--- config.mk ---
export PLATFORM = sky130hd
export DESIGN_NAME = ahb_mtx_arbiter_param_flat
export DESIGN_NICKNAME = d
export VERILOG_FILES = /design/src/rtl/ahb_mtx_pkg.sv /design/src/rtl/ahb_mtx_arbiter_param_if.sv /design/src/rtl/ahb_mtx_burst_tracker.sv /design/src/rtl/ahb_mtx_arbiter_param.sv /design/src/flat_wrapper.sv
export SDC_FILE = /design/constraint.sdc
export NUM_CORES = 1
export LEC_CHECK = 0
export CAP_MARGIN = 5
export CORE_AREA = 5 5 57 59
export DETAILED_ROUTE_END_ITERATION = 12
export DIE_AREA = 0 0 62 64
export GPL_ROUTABILITY_DRIVEN = 0
export PLACE_DENSITY = 0.65
export SYNTH_ARGS = -nofsm -noshare
export SYNTH_HDL_FRONTEND = slang
export SYNTH_SLANG_ARGS = --single-unit
--- constraint.sdc ---
create_clock -name HCLK -period 3.2 [get_ports HCLK]
set_input_delay 0.32 -clock HCLK [delete_from_list [all_inputs] [get_ports HCLK]]
set_output_delay 0.32 -clock HCLK [all_outputs]
set_load 0.05 [all_outputs]
--- src/rtl/ahb_mtx_pkg.sv ---
// Shared AHB matrix encodings: HTRANS/HBURST codes, burst-remain preload values, arbitration modes.
package ahb_mtx_pkg;

  typedef enum logic [1:0] {
    HTRANS_IDLE   = 2'b00,
    HTRANS_BUSY   = 2'b01,
    HTRANS_NONSEQ = 2'b10,
    HTRANS_SEQ    = 2'b11
  } htrans_e;

  typedef enum logic [2:0] {
    HBURST_SINGLE = 3'b000,
    HBURST_INCR   = 3'b001,
    HBURST_WRAP4  = 3'b010,
    HBURST_INCR4  = 3'b011,
    HBURST_WRAP8  = 3'b100,
    HBURST_INCR8  = 3'b101,
    HBURST_WRAP16 = 3'b110,
    HBURST_INCR16 = 3'b111
  } hburst_e;

  // Beats still to come after the NONSEQ and the first SEQ of a fixed-length burst.
  localparam logic [3:0] REMAIN_16 = 4'd14;
  localparam logic [3:0] REMAIN_8  = 4'd6;
  localparam logic [3:0] REMAIN_4  = 4'd2;

  typedef enum int {
    ARB_RR    = 0,
    ARB_FIXED = 1
  } arb_mode_e;

endpackage

--- src/rtl/ahb_mtx_arbiter_param_if.sv ---
// Request/transfer/grant bundle between the input stages and one output-stage arbiter.
interface ahb_mtx_arbiter_param_if #(
  parameter int NUM_PORTS = 4
) ();
  localparam int PORT_W = $clog2(NUM_PORTS);

  logic [NUM_PORTS-1:0] req_port;
  logic                 HREADYM;
  logic                 HSELM;
  logic [1:0]           HTRANSM;
  logic [2:0]           HBURSTM;
  logic                 HMASTLOCKM;
  logic [PORT_W-1:0]    addr_in_port;
  logic [NUM_PORTS-1:0] grant_onehot;
  logic                 no_port;

  modport master (
    output req_port, HREADYM, HSELM, HTRANSM, HBURSTM, HMASTLOCKM,
    input  addr_in_port, grant_onehot, no_port
  );

  modport slave (
    input  req_port, HREADYM, HSELM, HTRANSM, HBURSTM, HMASTLOCKM,
    output addr_in_port, grant_onehot, no_port
  );
endinterface

--- src/rtl/ahb_mtx_burst_tracker.sv ---
// Tracks beats left in the current burst and whether the grant must be held; next_burst_hold is
// the combinational next-state of the hold flag. All state advances only when HREADYM is high.
module ahb_mtx_burst_tracker
  import ahb_mtx_pkg::*;
#(
  parameter int INCR_EARLY_MAX = 1
) (
  input  logic       HCLK,
  input  logic       HRESET,
  input  logic       HREADYM,
  input  logic       HSELM,
  input  logic [1:0] HTRANSM,
  input  logic [2:0] HBURSTM,
  output logic       next_burst_hold
);
  logic [3:0] remain_q, remain_d;
  logic       hold_q, hold_d;
  logic [1:0] early_q, early_d, early_inc;

  always_comb begin
    // A NONSEQ arriving while still holding terminates an INCR early and counts itself.
    early_inc = early_q;
    if (hold_q && (HTRANSM == HTRANS_NONSEQ) && (early_q != 2'd3)) begin
      early_inc = early_q + 2'd1;
    end

    remain_d = remain_q;
    hold_d   = hold_q;
    if (!HSELM) begin
      remain_d = '0;
      hold_d   = 1'b0;
    end else begin
      case (htrans_e'(HTRANSM))
        HTRANS_NONSEQ: begin
          case (hburst_e'(HBURSTM))
            HBURST_INCR16, HBURST_WRAP16: begin remain_d = REMAIN_16; hold_d = 1'b1; end
            HBURST_INCR8,  HBURST_WRAP8:  begin remain_d = REMAIN_8;  hold_d = 1'b1; end
            HBURST_INCR4,  HBURST_WRAP4:  begin remain_d = REMAIN_4;  hold_d = 1'b1; end
            HBURST_INCR: begin
              if (int'(early_inc) >= INCR_EARLY_MAX) begin
                remain_d = '0;
                hold_d   = 1'b0;
              end else begin
                remain_d = REMAIN_4;
                hold_d   = 1'b1;
              end
            end
            default: begin remain_d = '0; hold_d = 1'b0; end
          endcase
        end
        HTRANS_SEQ: begin
          if (remain_q == '0) hold_d = 1'b0;
          else                remain_d = remain_q - 4'd1;
        end
        HTRANS_BUSY: begin
          remain_d = remain_q;
        end
        default: begin
          remain_d = '0;
          hold_d   = 1'b0;
        end
      endcase
    end

    early_d = hold_d ? early_inc : 2'd0;
  end

  always_ff @(posedge HCLK or posedge HRESET) begin
    if (HRESET) begin
      remain_q <= '0;
      hold_q   <= 1'b0;
      early_q  <= '0;
    end else if (HREADYM) begin
      remain_q <= remain_d;
      hold_q   <= hold_d;
      early_q  <= early_d;
    end
  end

  assign next_burst_hold = hold_d;
endmodule

--- src/rtl/ahb_mtx_arbiter_param.sv ---
// Output-stage arbiter: round-robin or fixed priority, grant held over bursts and locks; the
// decision is registered on HREADYM. Define ARB_STARVE_EN to add per-port starvation override.
module ahb_mtx_arbiter_param
  import ahb_mtx_pkg::*;
#(
  parameter int NUM_PORTS      = 4,
  parameter int ARB_MODE       = 0,
  parameter int INCR_EARLY_MAX = 1,
  parameter int STARVE_LIMIT   = 8
) (
  input logic                    HCLK,
  input logic                    HRESET,
  ahb_mtx_arbiter_param_if.slave bus
);
  localparam int PORT_W     = $clog2(NUM_PORTS);
  localparam bit FIXED_PRIO = (ARB_MODE == int'(ARB_FIXED));

  logic                 next_hold;
  logic [PORT_W-1:0]    port_q, port_d;
  logic                 no_port_q, no_port_d;
  logic [NUM_PORTS-1:0] grant_q, grant_d;
  logic                 lo_found, rr_found;
  logic [PORT_W-1:0]    lo_port, rr_port;

  ahb_mtx_burst_tracker #(.INCR_EARLY_MAX(INCR_EARLY_MAX)) u_burst (
    .HCLK            (HCLK),
    .HRESET          (HRESET),
    .HREADYM         (bus.HREADYM),
    .HSELM           (bus.HSELM),
    .HTRANSM         (bus.HTRANSM),
    .HBURSTM         (bus.HBURSTM),
    .next_burst_hold (next_hold)
  );

  always_comb begin
    int idx;
    idx      = 0;
    lo_found = 1'b0;
    lo_port  = '0;
    for (int k = NUM_PORTS - 1; k >= 0; k--) begin
      if (bus.req_port[PORT_W'(k)]) begin
        lo_found = 1'b1;
        lo_port  = PORT_W'(k);
      end
    end
    // Round-robin never considers the current owner, so its own request cannot re-win.
    rr_found = 1'b0;
    rr_port  = port_q;
    for (int k = 1; k < NUM_PORTS; k++) begin
      idx = (int'(port_q) + k) % NUM_PORTS;
      if (!rr_found && bus.req_port[PORT_W'(idx)]) begin
        rr_found = 1'b1;
        rr_port  = PORT_W'(idx);
      end
    end
  end

`ifdef ARB_STARVE_EN
  logic [7:0]        wait_q [NUM_PORTS];
  logic [7:0]        wait_d [NUM_PORTS];
  logic              starve_found;
  logic [PORT_W-1:0] starve_port;

  always_comb begin
    starve_found = 1'b0;
    starve_port  = '0;
    for (int k = NUM_PORTS - 1; k >= 0; k--) begin
      if (bus.req_port[PORT_W'(k)] && (wait_q[k] >= 8'(STARVE_LIMIT))) begin
        starve_found = 1'b1;
        starve_port  = PORT_W'(k);
      end
    end
  end

  always_comb begin
    for (int k = 0; k < NUM_PORTS; k++) begin
      wait_d[k] = wait_q[k];
      if (!bus.req_port[PORT_W'(k)] || (!no_port_d && (port_d == PORT_W'(k)))) begin
        wait_d[k] = '0;
      end else if (wait_q[k] != 8'hFF) begin
        wait_d[k] = wait_q[k] + 8'd1;
      end
    end
  end

  always_ff @(posedge HCLK or posedge HRESET) begin
    if (HRESET) begin
      for (int k = 0; k < NUM_PORTS; k++) wait_q[k] <= '0;
    end else if (bus.HREADYM) begin
      for (int k = 0; k < NUM_PORTS; k++) wait_q[k] <= wait_d[k];
    end
  end
`endif

  always_comb begin
    port_d    = port_q;
    no_port_d = no_port_q;
    if (bus.HMASTLOCKM || next_hold) begin
      port_d    = port_q;
      no_port_d = no_port_q;
    end
`ifdef ARB_STARVE_EN
    else if (starve_found) begin
      port_d    = starve_port;
      no_port_d = 1'b0;
    end
`endif
    else if (no_port_q) begin
      if (lo_found) begin
        port_d    = lo_port;
        no_port_d = 1'b0;
      end
    end else if (FIXED_PRIO) begin
      if (lo_found)        port_d    = lo_port;
      else if (!bus.HSELM) no_port_d = 1'b1;
    end else begin
      if (rr_found)        port_d    = rr_port;
      else if (!bus.HSELM) no_port_d = 1'b1;
    end

    grant_d = '0;
    if (!no_port_d) grant_d[port_d] = 1'b1;
  end

  always_ff @(posedge HCLK or posedge HRESET) begin
    if (HRESET) begin
      port_q    <= '0;
      no_port_q <= 1'b1;
      grant_q   <= '0;
    end else if (bus.HREADYM) begin
      port_q    <= port_d;
      no_port_q <= no_port_d;
      grant_q   <= grant_d;
    end
  end

  assign bus.addr_in_port = port_q;
  assign bus.grant_onehot = grant_q;
  assign bus.no_port      = no_port_q;
endmodule

--- src/flat_wrapper.sv ---
// flat-port wrapper written by rule: the top's interface ports become plain ports
module ahb_mtx_arbiter_param_flat import ahb_mtx_pkg::*;
#(
  parameter int NUM_PORTS      = 4,
  parameter int ARB_MODE       = 0,
  parameter int INCR_EARLY_MAX = 1,
  parameter int STARVE_LIMIT   = 8
)
  (HCLK, HRESET, bus_req_port, bus_HREADYM, bus_HSELM, bus_HTRANSM, bus_HBURSTM, bus_HMASTLOCKM, bus_addr_in_port, bus_grant_onehot, bus_no_port);
  ahb_mtx_arbiter_param_if #(.NUM_PORTS(NUM_PORTS)) bus_i ();
  input logic HCLK;
  input logic HRESET;
  input wire logic [$bits(bus_i.req_port)-1:0] bus_req_port;
  input wire logic [$bits(bus_i.HREADYM)-1:0] bus_HREADYM;
  input wire logic [$bits(bus_i.HSELM)-1:0] bus_HSELM;
  input wire logic [$bits(bus_i.HTRANSM)-1:0] bus_HTRANSM;
  input wire logic [$bits(bus_i.HBURSTM)-1:0] bus_HBURSTM;
  input wire logic [$bits(bus_i.HMASTLOCKM)-1:0] bus_HMASTLOCKM;
  output wire logic [$bits(bus_i.addr_in_port)-1:0] bus_addr_in_port;
  output wire logic [$bits(bus_i.grant_onehot)-1:0] bus_grant_onehot;
  output wire logic [$bits(bus_i.no_port)-1:0] bus_no_port;
  assign bus_i.req_port = bus_req_port;
  assign bus_i.HREADYM = bus_HREADYM;
  assign bus_i.HSELM = bus_HSELM;
  assign bus_i.HTRANSM = bus_HTRANSM;
  assign bus_i.HBURSTM = bus_HBURSTM;
  assign bus_i.HMASTLOCKM = bus_HMASTLOCKM;
  assign bus_addr_in_port = bus_i.addr_in_port;
  assign bus_grant_onehot = bus_i.grant_onehot;
  assign bus_no_port = bus_i.no_port;
  ahb_mtx_arbiter_param #(.NUM_PORTS(NUM_PORTS), .ARB_MODE(ARB_MODE), .INCR_EARLY_MAX(INCR_EARLY_MAX), .STARVE_LIMIT(STARVE_LIMIT)) u_core (.HCLK(HCLK), .HRESET(HRESET), .bus(bus_i));
endmodule
==> metrics, run 1 <==
crit start category input port; Async SR Flop Fraction 100%; final wirelength 2.29 mm; Post-CTS Setup Bufs 0; # DRC 0; CTS tree done; end of the worst register-to-register path u_core.bus.grant_onehot[2]; post-synth top area cell dfrtp_1; diodes inserted 0; layout cells sized above 1 8.09%; starting density of the core 37.4%; crit path max fanout 13; Primary FF master, synth dfrtp_1; H-tree levels 1; Leak 0.526 nW; Area growth, synth to finish 25.3%; Sink Count 14; dpl cell area 1210 µm²; status finished, final reports clean; PwrDens 514 nW/µm²; Clk Latency, worst-skew pair 0.28 ns; design area 1250 µm²; Mapped Area 995 µm²; cts bufs inserted 3; root buffer cell clkbuf_4; Yosys top cell area share 32.7%; NetSw 0.000256 W; Starting DRT DRC Count 36; vias in the first global route 895; FMAX 415 MHz; I/O Buffers 20; I/O Pins 21; CORE AREA 2660 µm²; Seq/Total Area, Yosys 35.3%; fin crit period 2.41 ns; fin. max-slew vios 0; DR vias 935; Worst Skew 0.00254 ns; commonest non-fill, non-tap cells in the layout clkdlybuf4s50_1 (20), inv_1 (13), dfrtp_1 (13), o21ai_0 (12), nand2_1 (11); post-CTS sizing 0; Switching Fraction 39.9%; die area 3970 µm²; Setup TNS Final 0 ns; Worst R2R Path Depth 8; number of max-cap violations 0; number of flops mapped to enable cells by yosys 0; Setup CP Type in2reg; total gr overflow 0; Hold Crit Class in2async; gr usage total 12.5%; Worst-path clk slew 0.09 ns; drt pass-1 iters 4; DPL Wire Length 1.74 mm; Max IR drop VDD 246 µV; die width 62 µm; WP data arrival 2.60 ns; Max Root-Sink Buffers 2; most common cell after layout, fill and taps aside clkdlybuf4s50_1; wire length of the first global-routing pass 3.86 mm; hold_buf cts 0; final hold vios 0; Fillers 266; Yosys cell types 42; Synth Instances 118; Req. time, crit path 3.39 ns; Least-Margin Pin Slew 0.684 ns; combinational power share 42.2%; mean post-synth cell area 8.43 µm²; relative slew slack 54.0%; Avg WL per Cell 13.7 µm; largest net degree at the start of global routing 16; register area 352 µm²; RSZ-0062 raised after global routing false; Yosys reg bits 14; Routed Antenna Nets 0; syn nets 135; reg2reg start u_core.u_burst.remain_q[0]; clock share of power 20.0%; via/cell ratio 5.60; Yosys warnings 0; row count 19; fin util 46.8%; Cell Int Power 0.000385 W; initial antenna violation count 0; Critical Path Sink Type flip-flop; sequential power share 37.8%; synth top area cells dfrtp_1 (33%), o21ai_0 (6.0%), inv_1 (4.9%); period utilisation layout 75.3%; R2R setup slack 0.86 ns; multi-input logic area 571 µm²; die height 64 µm; # setup viols final 0; nets@finish 154
## per-layer routing
layer	wire length, µm	up-vias	GRT usage (%)
met3	107	5	2.82
met1	1050	446	16.9
met5	0	-	0
met2	1090	15	19.2
met4	42	0	4.77
li1	-	469	-
## area by class of cell
type                            instances  area share (%)
Multi-Input combinational cell         85            45.8
Sequential cell                        14            28.2
Timing Repair Buffer                   20            16.1
Inverter                               13            3.92
Tap cell                               31            3.11
Clock buffer                            4            2.91
## power by group through the flow
stage          Clock [W]  Combinational, W  Sequential, W
2_1_floorplan          0          0.000134       0.000296
3_3_place_gp           0          0.000269       0.000244
3_5_place_dp           0          0.000271       0.000245
4_1_cts         0.000132          0.000272       0.000242
5_1_grt         0.000138          0.000293       0.000248
6_report        0.000128          0.000270       0.000242
## stage by stage
step	worst slack (ns)	total power (W)	hold slack [ns]	cells
after floorplan	1.05	0.000430	0.209	118
after global placement	0.557	0.000513	0.504	163
after detailed placement	0.482	0.000516	0.521	163
after CTS	0.796	0.000645	0.393	167
after global routing	0.570	0.000679	0.427	167
final	0.790	0.000641	0.370	167
## worst max-delay path by stage
stage                                from                    endpoint  slack, ns  cells after the start
2_1_floorplan   u_core.u_burst.early_q[0]  u_core.bus.grant_onehot[0]       1.05                      8
3_3_place_gp               bus_HTRANSM[0]  u_core.bus.grant_onehot[2]       0.56                      7
3_5_place_dp               bus_HTRANSM[0]  u_core.bus.grant_onehot[0]       0.48                      7
4_1_cts                    bus_HTRANSM[0]  u_core.bus.grant_onehot[2]       0.80                      7
5_1_grt        u_core.u_burst.remain_q[0]  u_core.bus.grant_onehot[0]       0.57                      8
6_report                   bus_HTRANSM[0]  u_core.bus.grant_onehot[2]       0.79                      7
## state kept, by name, indices dropped and copies added, names as in the netlist
| signal | flops |
|---|---|
| u_core.u_burst.early_q | 2 |
| u_core.bus.no_port | 1 |
| u_core.bus.addr_in_port | 2 |
| u_core.bus.grant_onehot | 4 |
| u_core.u_burst.remain_q | 4 |
| u_core.u_burst.hold_q | 1 |
## kinds of logic after synthesis
| family | Yosys count | synth area share [%] |
|---|---|---|
| XOR/XNOR | 1 | 0.881 |
| buffers and inverters | 19 | 7.30 |
| adder cells (fa/ha/maj) | 3 | 3.77 |
| AND/OR/NAND/NOR | 38 | 22.0 |
| flip-flops | 14 | 35.3 |
| multiplexers | 3 | 3.65 |
| AO/OA/AOI/OAI | 40 | 27.0 |
## Yosys cell counts, drive strengths merged, types with 3 or more instances
library cell	instances
o22ai	4
dfrtp	13
nor3	4
nand2	11
clkbuf	5
ha	3
or2	3
nor2	7
o21ai	12
a21oi	6
o32ai	4
inv	13
## critical path, cell delays in order
cell             delay [ns]
clkdlybuf4s50_1        0.70
and4bb_4               0.27
and4b_1                0.21
nor3_1                 0.30
or2_1                  0.25
mux2_4                 0.32
o32ai_1                0.21
No activity file was read; power rests on OpenSTA's default activity.
==> run 2: changes to the inputs <==
==> constraint.sdc (replaced) <==
create_clock -name HCLK -period 2.35 [get_ports HCLK]
set_input_delay 0.235 -clock HCLK [delete_from_list [all_inputs] [get_ports HCLK]]
set_output_delay 0.235 -clock HCLK [all_outputs]
set_load 0.05 [all_outputs]
==> metrics, run 2 (same netlist as run 1, synthesis figures left out) <==
number of max-cap violations 0 (unchanged); NetSw 0.000354 W (was 0.000256 W); Area growth, synth to finish 32.1% (was 25.3%); Post-CTS Setup Bufs 0 (unchanged); DPL Wire Length 1.87 mm (was 1.74 mm); I/O Buffers 20 (unchanged); vias in the first global route 957 (was 895); I/O Pins 21 (unchanged); commonest non-fill, non-tap cells in the layout clkdlybuf4s50_1 (20), inv_1 (13), dfrtp_1 (13), o21ai_0 (12), nand2_1 (11) (unchanged); largest net degree at the start of global routing 15 (was 16); initial antenna violation count 0 (unchanged); Max IR drop VDD 402 µV (was 246 µV); PwrDens 659 nW/µm² (was 514 nW/µm²); row count 19 (unchanged); fin. max-slew vios 0 (unchanged); crit path launch u_core.u_burst.early_q[0] (was bus_HTRANSM[0]); via/cell ratio 5.61 (was 5.60); root buffer cell clkbuf_4 (unchanged); period utilisation layout 97.6%; relative slew slack 60.3% (was 54.0%); Max Root-Sink Buffers 2 (unchanged); multi-input logic area 603 µm² (was 571 µm²); WP data arrival 2.44 ns (was 2.60 ns); status finished, final reports clean (unchanged); diodes inserted 0 (unchanged); layout cells sized above 1 14.1% (was 8.09%); combinational power share 45.5% (was 42.2%); total gr overflow 0 (unchanged); fin cells 173 (was 167); Setup CP Type reg2reg (was in2reg); reg2reg start u_core.u_burst.early_q[0] (was u_core.u_burst.remain_q[0]); final hold slack 0.296 ns (was 0.370 ns); Worst Skew 0.00594 ns (was 0.00254 ns); end of the worst register-to-register path u_core.bus.grant_onehot[3] (was u_core.bus.grant_onehot[2]); cts bufs inserted 3 (unchanged); Least-Margin Pin Slew 0.589 ns (was 0.684 ns); Worst R2R Path Depth 7 (was 8); # DRC 0 (unchanged); Sink Count 14 (unchanged); drt pass-1 iters 4 (unchanged); clock share of power 16.0% (was 20.0%); Starting DRT DRC Count 28 (was 36); Clk Latency, worst-skew pair 0.27 ns (was 0.28 ns); H-tree levels 1 (unchanged); final hold vios 0 (unchanged); crit path max fanout 5 (was 13); dpl cells 169 (was 163); die height 64 µm (unchanged); starting density of the core 37.4% (unchanged); fin crit period 2.29 ns; die width 62 µm (unchanged); sequential power share 38.5% (was 37.8%); Critical Path Sink Type flip-flop (unchanged); register area 352 µm² (unchanged); Routed Antenna Nets 0 (unchanged); Cell Int Power 0.000511 W (was 0.000385 W); Worst-path clk slew 0.08 ns (was 0.09 ns); CTS tree done (unchanged); DR vias 970 (was 935); Switching Fraction 40.9% (was 39.9%); Leak 0.557 nW (was 0.526 nW); # setup viols final 0 (unchanged); R2R setup slack 0.06 ns (was 0.86 ns); die area 3970 µm² (unchanged); final wirelength 2.53 mm (was 2.29 mm); CORE AREA 2660 µm² (unchanged); nets@finish 160 (was 154); wire length of the first global-routing pass 4.08 mm (was 3.86 mm); Fillers 287 (was 266); most common cell after layout, fill and taps aside clkdlybuf4s50_1 (unchanged); hold_buf cts 0 (unchanged); gr usage total 13.1% (was 12.5%); Hold Crit Class in2async (unchanged); FMAX 436 MHz; crit start category flip-flop (was input port); Req. time, crit path 2.49 ns (was 3.39 ns); Avg WL per Cell 14.6 µm (was 13.7 µm)
[run 2: through the flow]
step	instance area [µm²]	util, %	total power, W	TNS, ns	setup WS, ns
floorplan	995	-	0.000586	0	0.203
global placement	1250	47.1	0.000706	0	0.0253
detailed placement	1250	47.1	0.000713	-0.279	-0.118
CTS	1290	48.4	0.000859	0	0.0452
global route	1310	49.3	0.000923	-0.115	-0.0466
finish	1310	49.3	0.000865	0	0.0563
[run 2: how the worst max path moves through the flow]
stage	slack, ns	cells past startpoint	endpoint
after global routing	-0.05	9	u_core.bus.grant_onehot[3]
after global placement	0.03	7	u_core.bus.grant_onehot[0]
after CTS	0.05	8	u_core.bus.grant_onehot[0]
after floorplan	0.20	8	u_core.bus.grant_onehot[0]
after detailed placement	-0.12	7	u_core.bus.grant_onehot[0]
final	0.06	7	u_core.bus.grant_onehot[3]
[run 2: critical path, cell delays in order (launching register included)]
cell and delay, ns:
dfrtp_1 0.44, ha_1 0.21, and4bb_4 0.36, and4b_1 0.25
nor3_2 0.07, or2_1 0.30, a32oi_1 0.39, o32ai_1 0.16
[run 2: layer usage]
layer  vias to the layer above  global-route usage, %  routed length [µm]  share of wire [%]
li1                        485                      -                   -                  -
met1                       461                   17.7                1110                 44
met2                        20                   20.6                1240                 49
met3                         4                   2.62                 143                5.6
met4                         0                   4.51                  39                1.5
met5                         -                      0                   0                  0
[run 2: area by class of cell]
type | count | area share, %
inverters | 13 | 3.71
clock buffers | 4 | 2.00
flip-flops and latches | 14 | 26.8
well taps | 31 | 2.95
multi-input cells | 85 | 45.9
repair buffers | 26 | 18.7
[run 2: what timing repair did]
item / CTS / global route
gates resized for setup: 1 / 4
endpoints found under the setup margin: 2 / 4
pin swaps: 0 / 1
[run 2: power by group through the flow]
stage                     clock, W  combinational (W)  sequential (W)
after detailed placement         0           0.000378        0.000335
after CTS                 0.000145           0.000382        0.000331
after global placement           0           0.000373        0.000333
after floorplan                  0           0.000183        0.000403
after global routing      0.000157           0.000425        0.000341
final                     0.000138           0.000394        0.000334
